===== config.mk =====
export PLATFORM = sky130hd
export DESIGN_NAME = key_serial_loader_flat
export DESIGN_NICKNAME = d
export VERILOG_FILES = /design/src/rtl/key_serial_loader_if.sv /design/src/rtl/key_serial_loader.sv /design/src/flat_wrapper.sv
export SDC_FILE = /design/constraint.sdc
export NUM_CORES = 1
export LEC_CHECK = 0
export ABC_AREA = 0
export CORE_ASPECT_RATIO = 0.6
export CORE_MARGIN = 10
export CORE_UTILIZATION = 25
export DETAILED_ROUTE_END_ITERATION = 10
export GPL_TIMING_DRIVEN = 1
export PLACE_DENSITY = 0.48
export RECOVER_POWER = 50
export SLEW_MARGIN = 30
export SYNTH_ARGS = -nofsm -noshare
export SYNTH_HDL_FRONTEND = slang
export SYNTH_SLANG_ARGS = --single-unit

===== constraint.sdc =====
create_clock -name CLK -period 4 [get_ports CLK]
set_input_delay 1.2 -clock CLK [delete_from_list [all_inputs] [get_ports CLK]]
set_output_delay 1.2 -clock CLK [all_outputs]
set_load 0.1 [all_outputs]

===== src/rtl/key_serial_loader_if.sv =====
// -----------------------------------------------------------------------------
// key_serial_loader_if
// Serial key-delivery link between the on-chip key transmitter and the
// key_serial_loader receiver.
//
// Signals:
//   start  - one-cycle frame start strobe (transmitter -> receiver)
//   sdata  - serial data bit, MSB first, parity bit last (transmitter -> receiver)
//   svalid - sdata qualifier (transmitter -> receiver)
//   sready - receiver can accept a bit this cycle (receiver -> transmitter)
//
// Modports:
//   master - transmitter side
//   slave  - receiver side
// -----------------------------------------------------------------------------
interface key_serial_loader_if;
  logic start;
  logic sdata;
  logic svalid;
  logic sready;

  modport master (
    output start,
    output sdata,
    output svalid,
    input  sready
  );

  modport slave (
    input  start,
    input  sdata,
    input  svalid,
    output sready
  );
endinterface


===== src/rtl/key_serial_loader.sv =====
// -----------------------------------------------------------------------------
// key_serial_loader
// Receives a KEY_W-bit locking key serially (start strobe, KEY_W data bits
// MSB first, one even-parity bit) into a shadow register and commits it to
// the key output only when the whole frame arrives with correct parity.
//
// Ports:
//   CLK       - rising-edge clock
//   RESET_B   - synchronous active-low reset
//   link      - serial link (slave side): start, sdata, svalid in; sready out
//   key       - committed key
//   key_valid - key holds a good frame
//   busy      - frame in progress
//   err       - sticky parity error of the last frame (cleared by start/reset)
// -----------------------------------------------------------------------------
module key_serial_loader #(
  parameter int KEY_W = 128
) (
  input  logic                CLK,
  input  logic                RESET_B,
  key_serial_loader_if.slave  link,
  output logic [KEY_W-1:0]    key,
  output logic                key_valid,
  output logic                busy,
  output logic                err
);

  localparam int CNT_W = $clog2(KEY_W + 1);

  typedef enum logic [1:0] {
    IDLE,
    SHIFT,
    PARITY
  } state_t;

  state_t             r_state;
  state_t             w_stateNext;
  logic [KEY_W-1:0]   r_shadow;
  logic [KEY_W-1:0]   w_shadowNext;
  logic [CNT_W-1:0]   r_cnt;
  logic [CNT_W-1:0]   w_cntNext;
  logic [KEY_W-1:0]   r_key;
  logic [KEY_W-1:0]   w_keyNext;
  logic               r_keyValid;
  logic               w_keyValidNext;
  logic               r_err;
  logic               w_errNext;
  logic               r_sready;
  logic               r_busy;
  logic               w_xfer;
  logic               w_inFrameNext;

  // sready is a flop, so a transfer is qualified only by registered state.
  assign w_xfer        = link.svalid & r_sready;
  assign w_inFrameNext = (w_stateNext != IDLE);

  // Next-state and datapath decode. start has priority over everything,
  // including a bit transfer on the same cycle (that bit is discarded).
  always_comb begin
    w_stateNext    = r_state;
    w_shadowNext   = r_shadow;
    w_cntNext      = r_cnt;
    w_keyNext      = r_key;
    w_keyValidNext = r_keyValid;
    w_errNext      = r_err;

    if (link.start) begin
      w_stateNext  = SHIFT;
      w_shadowNext = '0;
      w_cntNext    = '0;
      w_errNext    = 1'b0;
    end else begin
      unique case (r_state)
        IDLE: begin
        end
        SHIFT: begin
          if (w_xfer) begin
            w_shadowNext = {r_shadow[KEY_W-2:0], link.sdata};
            w_cntNext    = r_cnt + CNT_W'(1);
            if (r_cnt == CNT_W'(KEY_W - 1)) begin
              w_stateNext = PARITY;
            end
          end
        end
        PARITY: begin
          if (w_xfer) begin
            // Even parity: the parity bit must equal the XOR of the data bits.
            if (link.sdata == ^r_shadow) begin
              w_keyNext      = r_shadow;
              w_keyValidNext = 1'b1;
              w_errNext      = 1'b0;
            end else begin
              w_keyValidNext = 1'b0;
              w_errNext      = 1'b1;
            end
            w_stateNext = IDLE;
          end
        end
        default: begin
          w_stateNext = IDLE;
        end
      endcase
    end
  end

  // State and datapath registers. sready/busy are registered copies of
  // "next state is SHIFT or PARITY", so they track the state with no
  // combinational path from svalid.
  always_ff @(posedge CLK) begin
    if (!RESET_B) begin
      r_state    <= IDLE;
      r_shadow   <= '0;
      r_cnt      <= '0;
      r_key      <= '0;
      r_keyValid <= 1'b0;
      r_err      <= 1'b0;
      r_sready   <= 1'b0;
      r_busy     <= 1'b0;
    end else begin
      r_state    <= w_stateNext;
      r_shadow   <= w_shadowNext;
      r_cnt      <= w_cntNext;
      r_key      <= w_keyNext;
      r_keyValid <= w_keyValidNext;
      r_err      <= w_errNext;
      r_sready   <= w_inFrameNext;
      r_busy     <= w_inFrameNext;
    end
  end

  assign link.sready = r_sready;
  assign key         = r_key;
  assign key_valid   = r_keyValid;
  assign busy        = r_busy;
  assign err         = r_err;

endmodule

===== src/flat_wrapper.sv =====
// flat-port wrapper written by rule: the top's interface ports become plain ports
module key_serial_loader_flat 
#(
  parameter int KEY_W = 128
)
  (CLK, RESET_B, key, key_valid, busy, err, link_start, link_sdata, link_svalid, link_sready);
  key_serial_loader_if link_i ();
  input  logic CLK;
  input  logic RESET_B;
  output logic [KEY_W-1:0] key;
  output logic key_valid;
  output logic busy;
  output logic err;
  input wire logic [$bits(link_i.start)-1:0] link_start;
  input wire logic [$bits(link_i.sdata)-1:0] link_sdata;
  input wire logic [$bits(link_i.svalid)-1:0] link_svalid;
  output wire logic [$bits(link_i.sready)-1:0] link_sready;
  assign link_i.start = link_start;
  assign link_i.sdata = link_sdata;
  assign link_i.svalid = link_svalid;
  assign link_sready = link_i.sready;
  key_serial_loader #(.KEY_W(KEY_W)) u_core (.CLK(CLK), .RESET_B(RESET_B), .link(link_i), .key(key), .key_valid(key_valid), .busy(busy), .err(err));
endmodule

* Word-level counts from Yosys, hierarchy flattened *
Cells that the tools add are included.

storage, ports and cells
  register bits after elaboration = 269
  output and inout port bits = 132
  word-level logic and storage cells = 30

cells by class
  add/sub/neg operators = 1
  eq/ne operators = 4
  mux-type cells = 7
  bitwise operators = 3
  reduce and logical (&&, ||, !) cells = 8

operators by type and width
  kind                                                 count
  parity 128 bit                                       1
  adder 8 x 1 -> 8 bit, second input constant          1
  equality test 8 x 7 -> 1 bit, second input constant  1
  two-way mux 2 bit                                    4
  case mux 2 bit (3 select lines)                      1
  AND reduction 2 bit                                  2
  AND reduction 4 bit                                  1
  AND reduction 3 bit                                  1
  equality test 2 x 1 -> 1 bit, second input constant  1
  equality test 2 bit, second input constant           1
  zero test 2 bit                                      1
  two-way mux 1 bit                                    2
  inverter 1 bit                                       2
  nonzero test 2 bit                                   1
  OR reduction 2 bit                                   1
  bitwise AND 1 bit                                    1
  equality test 1 bit                                  1

* Depth between registers and ports, before layout *
Gate-level depths: netlist (run 1).

  depth in word-level cells = 6
  depth in mapped cells = 11
  depth with buffers taken out = 9

* Least setup slack after synthesis (run 1) *
No wires, ideal clock.

  path type = in2reg
  start point = input port link_sdata
  end point = register u_core.r_key[19], in the netlist u_core.key[19]
  arrival time = 3120 ps
  required time = 3868 ps
  slack = 748 ps
  cell stages on the path = 11
  buffers on the path = 2
  cell sequence = xnor2_1 -> xnor2_1 -> xnor2_1 -> xnor2_1 -> xnor2_1 -> xnor3_2 -> xor2_2 -> buf_4 -> buf_2 -> o21ai_0 -> a21oi_1

between the ends
  cells in the longest elaborated chain, start to end = 2

ends and longest elaborated chain
  item                           line                      text
  start, declared                flat_wrapper.sv:15        input wire logic [$bits(link_i.sdata)-1:0] link_sdata;
  equality test 1 bit            key_serial_loader.sv:88   if (link.sdata == ^r_shadow) begin
  AND reduction 4 bit (no line)  -
  end signal, assigned           key_serial_loader.sv:123  r_key <= w_keyNext;
  end, declared                  key_serial_loader.sv:42   logic [KEY_W-1:0] r_key;

No other way between the ends.
A chain may end at the register's enable or synchronous reset.

* Final worst setup path (run 1) *
  start point = input port link_svalid
  end point = register u_core.r_cnt[3]

between the ends
  cells in the longest elaborated chain, start to end = 2

ends and longest elaborated chain
  item                           line                      text
  start, declared                flat_wrapper.sv:16        input wire logic [$bits(link_i.svalid)-1:0] link_svalid;
  bitwise AND 1 bit              key_serial_loader.sv:54   assign w_xfer = link.svalid & r_sready;
  AND reduction 2 bit (no line)  -
  end signal, assigned           key_serial_loader.sv:122  r_cnt <= w_cntNext;
  end, declared                  key_serial_loader.sv:40   logic [CNT_W-1:0] r_cnt;

No other way between the ends.

==> results of run 1 <==
## power groups by stage
stage | clock network, mW | registers [mW] | logic (mW)
after global placement | 0 | 2.74 | 0.197
after detailed placement | 0 | 2.74 | 0.198
after global routing | 2.92 | 2.68 | 0.209
final | 2.73 | 2.68 | 0.192
after CTS | 2.80 | 2.68 | 0.198
after floorplan | 0 | 2.75 | 0.119
## final cells by class
cell class                      count  area (um2)
Multi-Input combinational cell    944        4994
Clock inverter                     12       141.4
Inverter                            1       3.754
Timing Repair Buffer              169        1311
Fill cell                        4546       29030
Clock buffer                       37       805.8
Tap cell                          570       713.2
Sequential cell                   269        5385
## cells by family (layout without fill, tap and decap cells)
group                      Yosys count  in the layout
xor gates and xnor gates           135            135
adders and majority gates            1              1
DFF                                269            269
buffers and inverters              116            219
and+or+nand+nor                    418            418
AOI/OAI and AO/OA                  389            389
muxes                                1              1
## worst paths after layout
kind	to	slack, ns	cells after the start
min reg2reg	u_core.key[59]$_SDFFE_PN0P_	0.47	2
min	u_core.key[59]$_SDFFE_PN0P_	0.47	2
max	u_core.r_cnt[3]$_SDFFE_PP0P_	0.44	7
max reg2reg	u_core.key[88]$_SDFFE_PN0P_	0.85	10
## critical path: cells and delay by family
| family | cells | cell delay, ns |
|---|---|---|
| buffers and inverters | 2 | 1.77 |
| and+or+nand+nor | 4 | 0.83 |
| xor gates and xnor gates | 1 | 0.18 |
## sequential cells by signal, indices dropped and copies added (netlist names)
name	cells
u_core.key_valid	1
u_core.err	1
u_core.key	128
u_core.r_state	2
u_core.link.sready	1
u_core.r_shadow	128
u_core.r_cnt	8
## layer usage
metal / up-vias / global-route usage / wire (um)
li1: 4647 / - / -
met5: - / 0 / 0
met2: 151 / 0.1831 / 14190
met4: 0 / 0.02480 / 578
met1: 4302 / 0.1672 / 16150
met3: 37 / 0.02494 / 1471
## cells in the final DEF, fill, tap and decap left out, types with 2 or more instances in the layout
cell type and n:
o21ai_0 92, clkinv_2 7, clkbuf_16 29, o21ai_1 36
nor2_1 15, bufinv_16 3, clkbuf_1 83, dlygate4sd3_1 2
dfxtp_1 269, nand3_1 132, xnor2_1 113, clkbuf_8 5
nand2_1 262, buf_4 16, clkdlybuf4s50_1 55, buf_12 16
a21oi_1 257, xor2_1 18
## stage by stage
step	util	power [mW]	std cells	setup TNS (ns)	hold WS, ns
after floorplan	-	2.865	1329	0	0.4620
after global placement	0.3001	2.939	1953	-1.137	0.4667
after detailed placement	0.3001	2.939	1953	-0.4413	0.4684
after CTS	0.3225	5.681	2002	0	0.4768
after global routing	0.3151	5.808	2002	0	0.4922
final	0.3151	5.600	2002	0	0.4742
==> flow_metrics.tcl, run 1 <==
set metrics [dict create \
    status "complete, but fails checks" \
    failed_checks "max-capacitance violations, max-slew violations" \
    coreArea_um2 42380 \
    synthMuxAreaShare 0.0009230 \
    syn_to_final_growth_pct 23.15 \
    ant_nets 0 \
    seq_power_share 0.479 \
    cts_max_level 1 \
    slew_headroom -0.3845 \
    drt-total-wl_mm 32.39 \
    hp-start "u_core.key[59]$_SDFFE_PN0P_" \
    ys.flop_type "dfxtp_1" \
    synth_top_family_by_area "compound AO/OA/AOI/OAI gates" \
    fin_area_um2 13350 \
    drc 0 \
    drtPass1Iterations 4 \
    fin_crit_sh 0.8900 \
    io_buffers 136 \
    startpoint_type "primary input" \
    drt_iter0_drc 564 \
    yosys-top-cells-count "dfxtp_1, nand2_1, a21oi_1" \
    crit_path_frequent_cell "nor2_1" \
    max-cap-violations 2 \
    crit_chain "dlygate4sd3_1, nand2_1, nor2_1, clkbuf_1, nand4_1, xor2_1, nor2_1" \
    crit_start "link_svalid" \
    slowest_delay_ns 1.22 \
    worstPathArrival_ns 3.99 \
    synth-seq-cells 269 \
    syn_nets 1335 \
    tightestPinTransition_ns 2.077 \
    pin_count 137 \
    cp-end-kind "flop" \
    antenna_cells 0 \
    synth_compound_area_frac 0.1802 \
    place_ws_ns -0.04326 \
    setup_viol 0 \
    yosys_warnings 0 \
    synthSimpleGateAreaFrac 0.1620 \
    min_path_type "reg -> reg" \
    synth.distinct_cells 28 \
    synth_area_leaders "dfxtp_1, a21oi_1, xnor2_1" \
    setup_slack_ns 0.4400 \
    clockBufferDepth 3 \
    synth_fa_ha_area_frac 0.001154 \
    grt_max_degree 97 \
    die_area_um2 52380 \
    finClkSkew_ns 0.01223 \
    numCtsBuffers 28 \
    synth_edf_count 0 \
    power_leakage_nw 3.986 \
    setup.worst_path.class "in -> reg" \
    num_vias 9137 \
    cts_sinks 269 \
    ys_seq_area_frac 0.4966 \
    finalHoldViolCount 0 \
    initial_core_util 0.2559 \
    antenna_found_initial 0 \
    clockPowerShare 0.487 \
    ir_worst_vdd_uv 309.3 \
    place.gp.congestion 0.7341 \
    postCtsSetupBuffers 0 \
    tritoncts "done" \
    switching_share 0.2270 \
    die_h_um 181.3 \
    rows 58 \
    drive_above_1_share 0.05936 \
    synth.avg_cell_area_um2 8.160 \
    crit_slowest_cell "clkbuf_1" \
    placed_area_um2 12720 \
    power_frac_comb 0.034 \
    p_int_mw 4.328 \
    drv_slew 96 \
    period_needed_ns 3.560 \
    synthArstFlopShare 0 \
    clock_latency_ns 0.56 \
    finalNetCount 1419 \
    cts_resized 0 \
    switching_power_mw 1.271 \
    die_width_um 288.9 \
    yosys.area.top_type "dfxtp_1" \
    cts_hold_buffers 0 \
    drt-vias-per-instance 4.564 \
    powerDensity_nw_per_um2 419.3 \
    synth_top_area_share 0.4966 \
    synthXorXnorAreaFrac 0.1125 \
    grt_pass1_vias 8701 \
    gr-usage-all-layers 0.1188 \
    syn-cell-area_um2 10840 \
    clock-root-buffer "clkbuf_16" \
    rr_startpoint "u_core.r_shadow[65]$_SDFFE_PP0P_" \
    grt_remaining_overflow 0 \
    cts.clk_slew.worst_paths_ns 0.06 \
    syn_inst 1329 \
    grt_pass1_wl_mm 50.83 \
    required_ns 4.43 \
    crit_path_max_fanout 35 \
    max_freq_mhz 280.9 \
    rsz0062_at_grt "no" \
    hpwlAfterDp_mm 21.18 \
    wl_per_cell_um 16.18 \
    synth_most_common_cell "dfxtp_1" \
]
(Power assumes the default switching activity.)
==> run 2: changes to the inputs <==
--- a/config.mk
+++ b/config.mk
@@ -13,6 +13,7 @@
 export GPL_TIMING_DRIVEN = 1
 export PLACE_DENSITY = 0.48
 export RECOVER_POWER = 50
+export REMOVE_ABC_BUFFERS = 1
 export SLEW_MARGIN = 30
 export SYNTH_ARGS = -nofsm -noshare
 export SYNTH_HDL_FRONTEND = slang
==> run 2 against run 1 <==
  * Cell area is 0.51% lower
  * Largest power group unchanged
  * Non-clock buffer count shrank 9
  * Clock power rose by 1%
  * Critical endpoint is now u_core.r_shadow[100]$_SDFFE_PP0P_
  * Sequential share of layout area grew 0.21 points
  * Sequential cell count unchanged
  * First-iteration DRC count is 18% lower
  * The run now ends clean
==> flow_metrics.tcl, run 2 (synthesized netlist as in run 1, its figures left out) <==
set metrics [dict create \
    power_frac_comb 0.032 \
    rows 58 \
    powerDensity_nw_per_um2 423.9 \
    initial_core_util 0.2559 \
    hpwlAfterDp_mm 20.54 \
    cts_sinks 269 \
    postCtsSetupBuffers 0 \
    pin_count 137 \
    tritoncts "done" \
    wl_per_cell_um 16.32 \
    clock-root-buffer "clkbuf_16" \
    cts_hold_buffers 0 \
    gr-usage-all-layers 0.1184 \
    switching_power_mw 1.262 \
    clockBufferDepth 3 \
    cts_resized 0 \
    setup.worst_path.class "in -> reg" \
    die_width_um 288.9 \
    grt_pass1_vias 8700 \
    layout_commonest_cell "dfxtp_1" \
    crit_slowest_cell "nor2_1" \
    cts.clk_slew.worst_paths_ns 0.06 \
    worstPathArrival_ns 3.98 \
    clockPowerShare 0.492 \
    ant_nets 0 \
    antenna_found_initial 0 \
    io_buffers 136 \
    slowest_delay_ns 1.01 \
    final_cell_mix "dfxtp_1, nand2_1, a21oi_1, nand3_1, xnor2_1" \
    rsz0062_at_grt "no" \
    startpoint_type "primary input" \
    ir_worst_vdd_uv 205.5 \
    drt-total-wl_mm 32.57 \
    hold_slack_ns 0.4714 \
    drc 0 \
    drv_slew 0 \
    max-cap-violations 0 \
    grt_remaining_overflow 0 \
    numCtsBuffers 29 \
    grt_max_degree 140 \
    fillers 4531 \
    slew_headroom 0.1242 \
    tightestPinTransition_ns 1.309 \
    antenna_cells 0 \
    coreArea_um2 42380 \
    min_path_type "reg -> reg" \
    finClkSkew_ns 0.01671 \
    fin_crit_sh 0.8760 \
    status "complete, no violations" \
    cp_top_family "simple AND/OR/NAND/NOR gates" \
    period_needed_ns 3.504 \
    p_int_mw 4.370 \
    seq_power_share 0.476 \
    crit_path_max_fanout 32 \
    setup_viol 0 \
    cts_max_level 1 \
    cp-end-kind "flop" \
    switching_share 0.2240 \
    finalNetCount 1411 \
    drt-vias-per-instance 4.610 \
    drive_above_1_share 0.05123 \
    drt_iter0_drc 465 \
    power_leakage_nw 3.937 \
    drtPass1Iterations 5 \
    finalPower_mw 5.632 \
    crit_chain "dlygate4sd3_1, nand2_1, nor2_1, clkbuf_2, nand2_1, a21oi_1" \
    finalHoldViolCount 0 \
    die_area_um2 52380 \
    required_ns 4.47 \
    crit_path_frequent_cell "nand2_1" \
    syn_to_final_growth_pct 22.52 \
    place.gp.congestion 0.7336 \
    clock_latency_ns 0.56 \
    die_h_um 181.3 \
    max_freq_mhz 285.4 \
    num_vias 9197 \
    critPathBufInv 2 \
    grt_pass1_wl_mm 50.74 \
]
run 2: tightest hold or removal path, cell delays in order, from the launching register on:
cell and delay [ns]:
dfxtp_1 0.30, o21ai_0 0.06, a21oi_1 0.06
run 2: power by group through the flow:
stage	Sequential, mW	Clock, mW	Combinational, mW
after detailed placement	2.74	0	0.186
after floorplan	2.75	0	0.0825
after CTS	2.68	2.87	0.186
after global placement	2.74	0	0.186
final	2.68	2.77	0.180
after global routing	2.68	2.96	0.196
run 2: stage by stage:
stage           TNS, ns    util  setup WS, ns  cell area (um2)  std cells
6_report              0  0.3135        0.4960            13290       1995
5_1_grt               0  0.3135        0.2387            13290       1995
4_1_cts               0  0.3209        0.5445            13600       1995
3_5_place_dp   -0.03478  0.2979      -0.01993            12630       1944
3_3_place_gp   -0.01810  0.2979      -0.01651            12630       1944
2_1_floorplan   -658.24       -        -3.204            10340       1214
run 2: worst paths after layout:
check                                         from                                end  slack (ns)  cells past startpoint
setup / recovery                       link_svalid  u_core.r_shadow[100]$_SDFFE_PP0P_        0.50                      6
hold / removal         u_core.key[14]$_SDFFE_PN0P_        u_core.key[14]$_SDFFE_PN0P_        0.47                      2
setup reg to reg  u_core.r_shadow[13]$_SDFFE_PP0P_        u_core.key[53]$_SDFFE_PN0P_        1.02                     10
hold reg to reg        u_core.key[14]$_SDFFE_PN0P_        u_core.key[14]$_SDFFE_PN0P_        0.47                      2
run 2: metal layers:
layer | vias to the layer above | GRT usage | wire (um)
met2 | 162 | 0.1790 | 13930
li1 | 4625 | - | -
met1 | 4373 | 0.1690 | 16540
met4 | 0 | 0.02356 | 582
met5 | - | 0 | 0
met3 | 37 | 0.02644 | 1515
run 2: layout make-up:
| class | count | area (um2) | area share |
|---|---|---|---|
| Clock buffer | 47 | 903.4 | 0.06799 |
| Clock inverter | 4 | 70.07 | 0.005274 |
| Inverter | 1 | 6.256 | 0.0004709 |
| Multi-Input combinational cell | 944 | 4994 | 0.3758 |
| Sequential cell | 269 | 5385 | 0.4053 |
| Tap cell | 570 | 713.2 | 0.05368 |
| Timing Repair Buffer | 160 | 1215 | 0.09144 |
==> run 3: changes to the inputs <==
--- a/config.mk
+++ b/config.mk
@@ -6,14 +6,16 @@
 export NUM_CORES = 1
 export LEC_CHECK = 0
 export ABC_AREA = 0
+export CAP_MARGIN = 20
 export CORE_ASPECT_RATIO = 0.6
 export CORE_MARGIN = 10
 export CORE_UTILIZATION = 25
 export DETAILED_ROUTE_END_ITERATION = 10
-export GPL_TIMING_DRIVEN = 1
+export GPL_TIMING_DRIVEN = 0
 export PLACE_DENSITY = 0.48
 export RECOVER_POWER = 50
 export REMOVE_ABC_BUFFERS = 1
+export SKIP_LAST_GASP = 1
 export SLEW_MARGIN = 30
 export SYNTH_ARGS = -nofsm -noshare
 export SYNTH_HDL_FRONTEND = slang
==> run 3 against run 2 <==
  * The flow now finishes with violations (max-capacitance violations, max-slew violations)
  * Register-to-register slack worse by 0.46 ns
  * Non-clock buffer count up 8
  * Routed wire length increased by 0.90%
  * Clock power fell by 5%
  * Critical path type unchanged
  * Largest power group is now registers
==> flow_metrics.tcl, run 3 (synthesized netlist as in run 1, its figures left out) <==
set metrics [dict create \
    finClkSkew_ns 0.01199 \
    antenna_cells 0 \
    top_layer "met4" \
    place.gp.congestion 0.7076 \
    failed_checks "max-capacitance violations, max-slew violations" \
    wl_met1_mm 16.37 \
    clock_latency_ns 0.56 \
    place_ws_ns -0.7139 \
    dr_wl_met3_mm 1.858 \
    tritoncts "done" \
    cts_resized 0 \
    startpoint_type "primary input" \
    syn_to_final_growth_pct 28.96 \
    ant_nets 0 \
    drtPass1Iterations 7 \
    antenna_found_initial 0 \
    fin_crit_sh 0.9356 \
    ir_worst_vdd_uv 221.7 \
    seqCellArea_um2 5385 \
    multi_input_area_um2 4994 \
    powerDensity_nw_per_um2 394.0 \
    crit_path_max_fanout 21 \
    slew_headroom -0.009776 \
    grt_pass1_vias 8883 \
    cts_sinks 269 \
    max_freq_mhz 267.2 \
    cp-end-kind "flop" \
    wl_per_cell_um 16.41 \
    rows 58 \
    numCtsBuffers 28 \
    power_leakage_nw 4.393 \
    die_width_um 288.9 \
    drt_iter0_drc 546 \
    tightestPinTransition_ns 1.509 \
    cts_hold_buffers 0 \
    fillers 4479 \
    min_path_type "reg -> reg" \
    layout_commonest_cell "dfxtp_1" \
    setup_viol 0 \
    io_buffers 136 \
    setup_slack_ns 0.2576 \
    finalNetCount 1418 \
    drt-total-wl_mm 32.86 \
    wl_met2_mm 14.10 \
    max-cap-violations 1 \
    rsz0062_at_grt "no" \
    pin_count 137 \
    gr-usage-all-layers 0.1216 \
    drv_slew 19 \
    setup.worst_path.class "in -> reg" \
    hpwlAfterDp_mm 21.77 \
    drt-vias-per-instance 4.597 \
    period_needed_ns 3.742 \
    die_area_um2 52380 \
    worstPathArrival_ns 4.21 \
    die_h_um 181.3 \
    clockBufferDepth 3 \
    drive_above_1_share 0.05866 \
    cts_max_level 1 \
    hp-start "u_core.key[16]$_SDFFE_PN0P_" \
    grt_max_degree 68 \
    grt_remaining_overflow 0 \
    initial_core_util 0.2559 \
    fin_area_um2 13980 \
    placed_area_um2 13120 \
    coreArea_um2 42380 \
    drc 0 \
    final_cell_mix "dfxtp_1, nand2_1, a21oi_1, nand3_1, xnor2_1" \
    grt_pass1_wl_mm 52.42 \
    required_ns 4.47 \
    finalHoldViolCount 0 \
    crit_start "link_sdata" \
    clock-root-buffer "clkbuf_16" \
    rr_startpoint "u_core.r_shadow[46]$_SDFFE_PP0P_" \
    status "complete, but fails checks" \
    cts.clk_slew.worst_paths_ns 0.06 \
    postCtsSetupBuffers 4 \
    num_vias 9203 \
]
[run 3: cell count changes in the layout (fill, tap and decap cells not counted), sizes merged]
| cell | delta |
|---|---|
| bufinv | -1 |
| buf | +10 |
| clkbuf | -76 |
| clkdlybuf4s50 | +13 |
| inv | -1 |
| clkinvlp | +3 |
| clkinv | +5 |
| dlygate4sd3 | +54 |
[run 3: report_power, final]
group / total, mW / internal (mW) / switching (mW) / leakage (nW)
registers: 2.68 / 2.68 / 0.00132 / 2.17
logic: 0.213 / 0.0588 / 0.154 / 1.79
clock network: 2.62 / 1.48 / 1.14 / 0.439
total: 5.51 / 4.22 / 1.29 / 4.39
[run 3: critical path, stage by stage]
cell and delay [ns]:
clkdlybuf4s50_1 0.50, xnor2_1 0.14, xnor2_1 0.17, xnor2_1 0.18, xnor2_1 0.12, xnor2_1 0.29
xnor3_2 0.59, xnor2_4 0.28, buf_4 0.17, buf_8 0.15, buf_16 0.16, nand3_1 0.11
a21oi_1 0.13
[run 3: final cells by class]
type | instances | share of cell area
clock buffer | 40 | 0.05842
multi-input combinational | 944 | 0.3571
timing repair buffer | 168 | 0.1416
clock inverter | 10 | 0.006173
tap | 570 | 0.05100
sequential | 269 | 0.3851
inverter | 1 | 0.0006263
[run 3: final timing paths]
| kind | to | slack (ns) | cells after the start |
|---|---|---|---|
| hold reg to reg | u_core.key[16]$_SDFFE_PN0P_ | 0.47 | 2 |
| hold / removal | u_core.key[16]$_SDFFE_PN0P_ | 0.47 | 2 |
| setup / recovery | u_core.key[55]$_SDFFE_PN0P_ | 0.26 | 13 |
| setup reg to reg | u_core.key[55]$_SDFFE_PN0P_ | 0.56 | 12 |
[run 3: through the flow]
step	utilization	power, mW	setup TNS [ns]	std cells	hold slack, ns
6_report	0.3300	5.510	0	2002	0.4731
5_1_grt	0.3300	5.728	0	2002	0.4914
4_1_cts	0.3317	5.616	0	2002	0.4741
3_5_place_dp	0.3096	2.958	-62.30	1948	0.4659
3_3_place_gp	0.2930	2.904	-1520.78	1920	0.4610
2_1_floorplan	-	2.834	-658.24	1214	0.4620
[run 3: routing by layer]
layer | global-route usage | vias to the layer above
met5 | 0 | -
met4 | 0.02046 | 0
met3 | 0.03095 | 33
met2 | 0.1847 | 151
met1 | 0.1719 | 4384
li1 | - | 4635
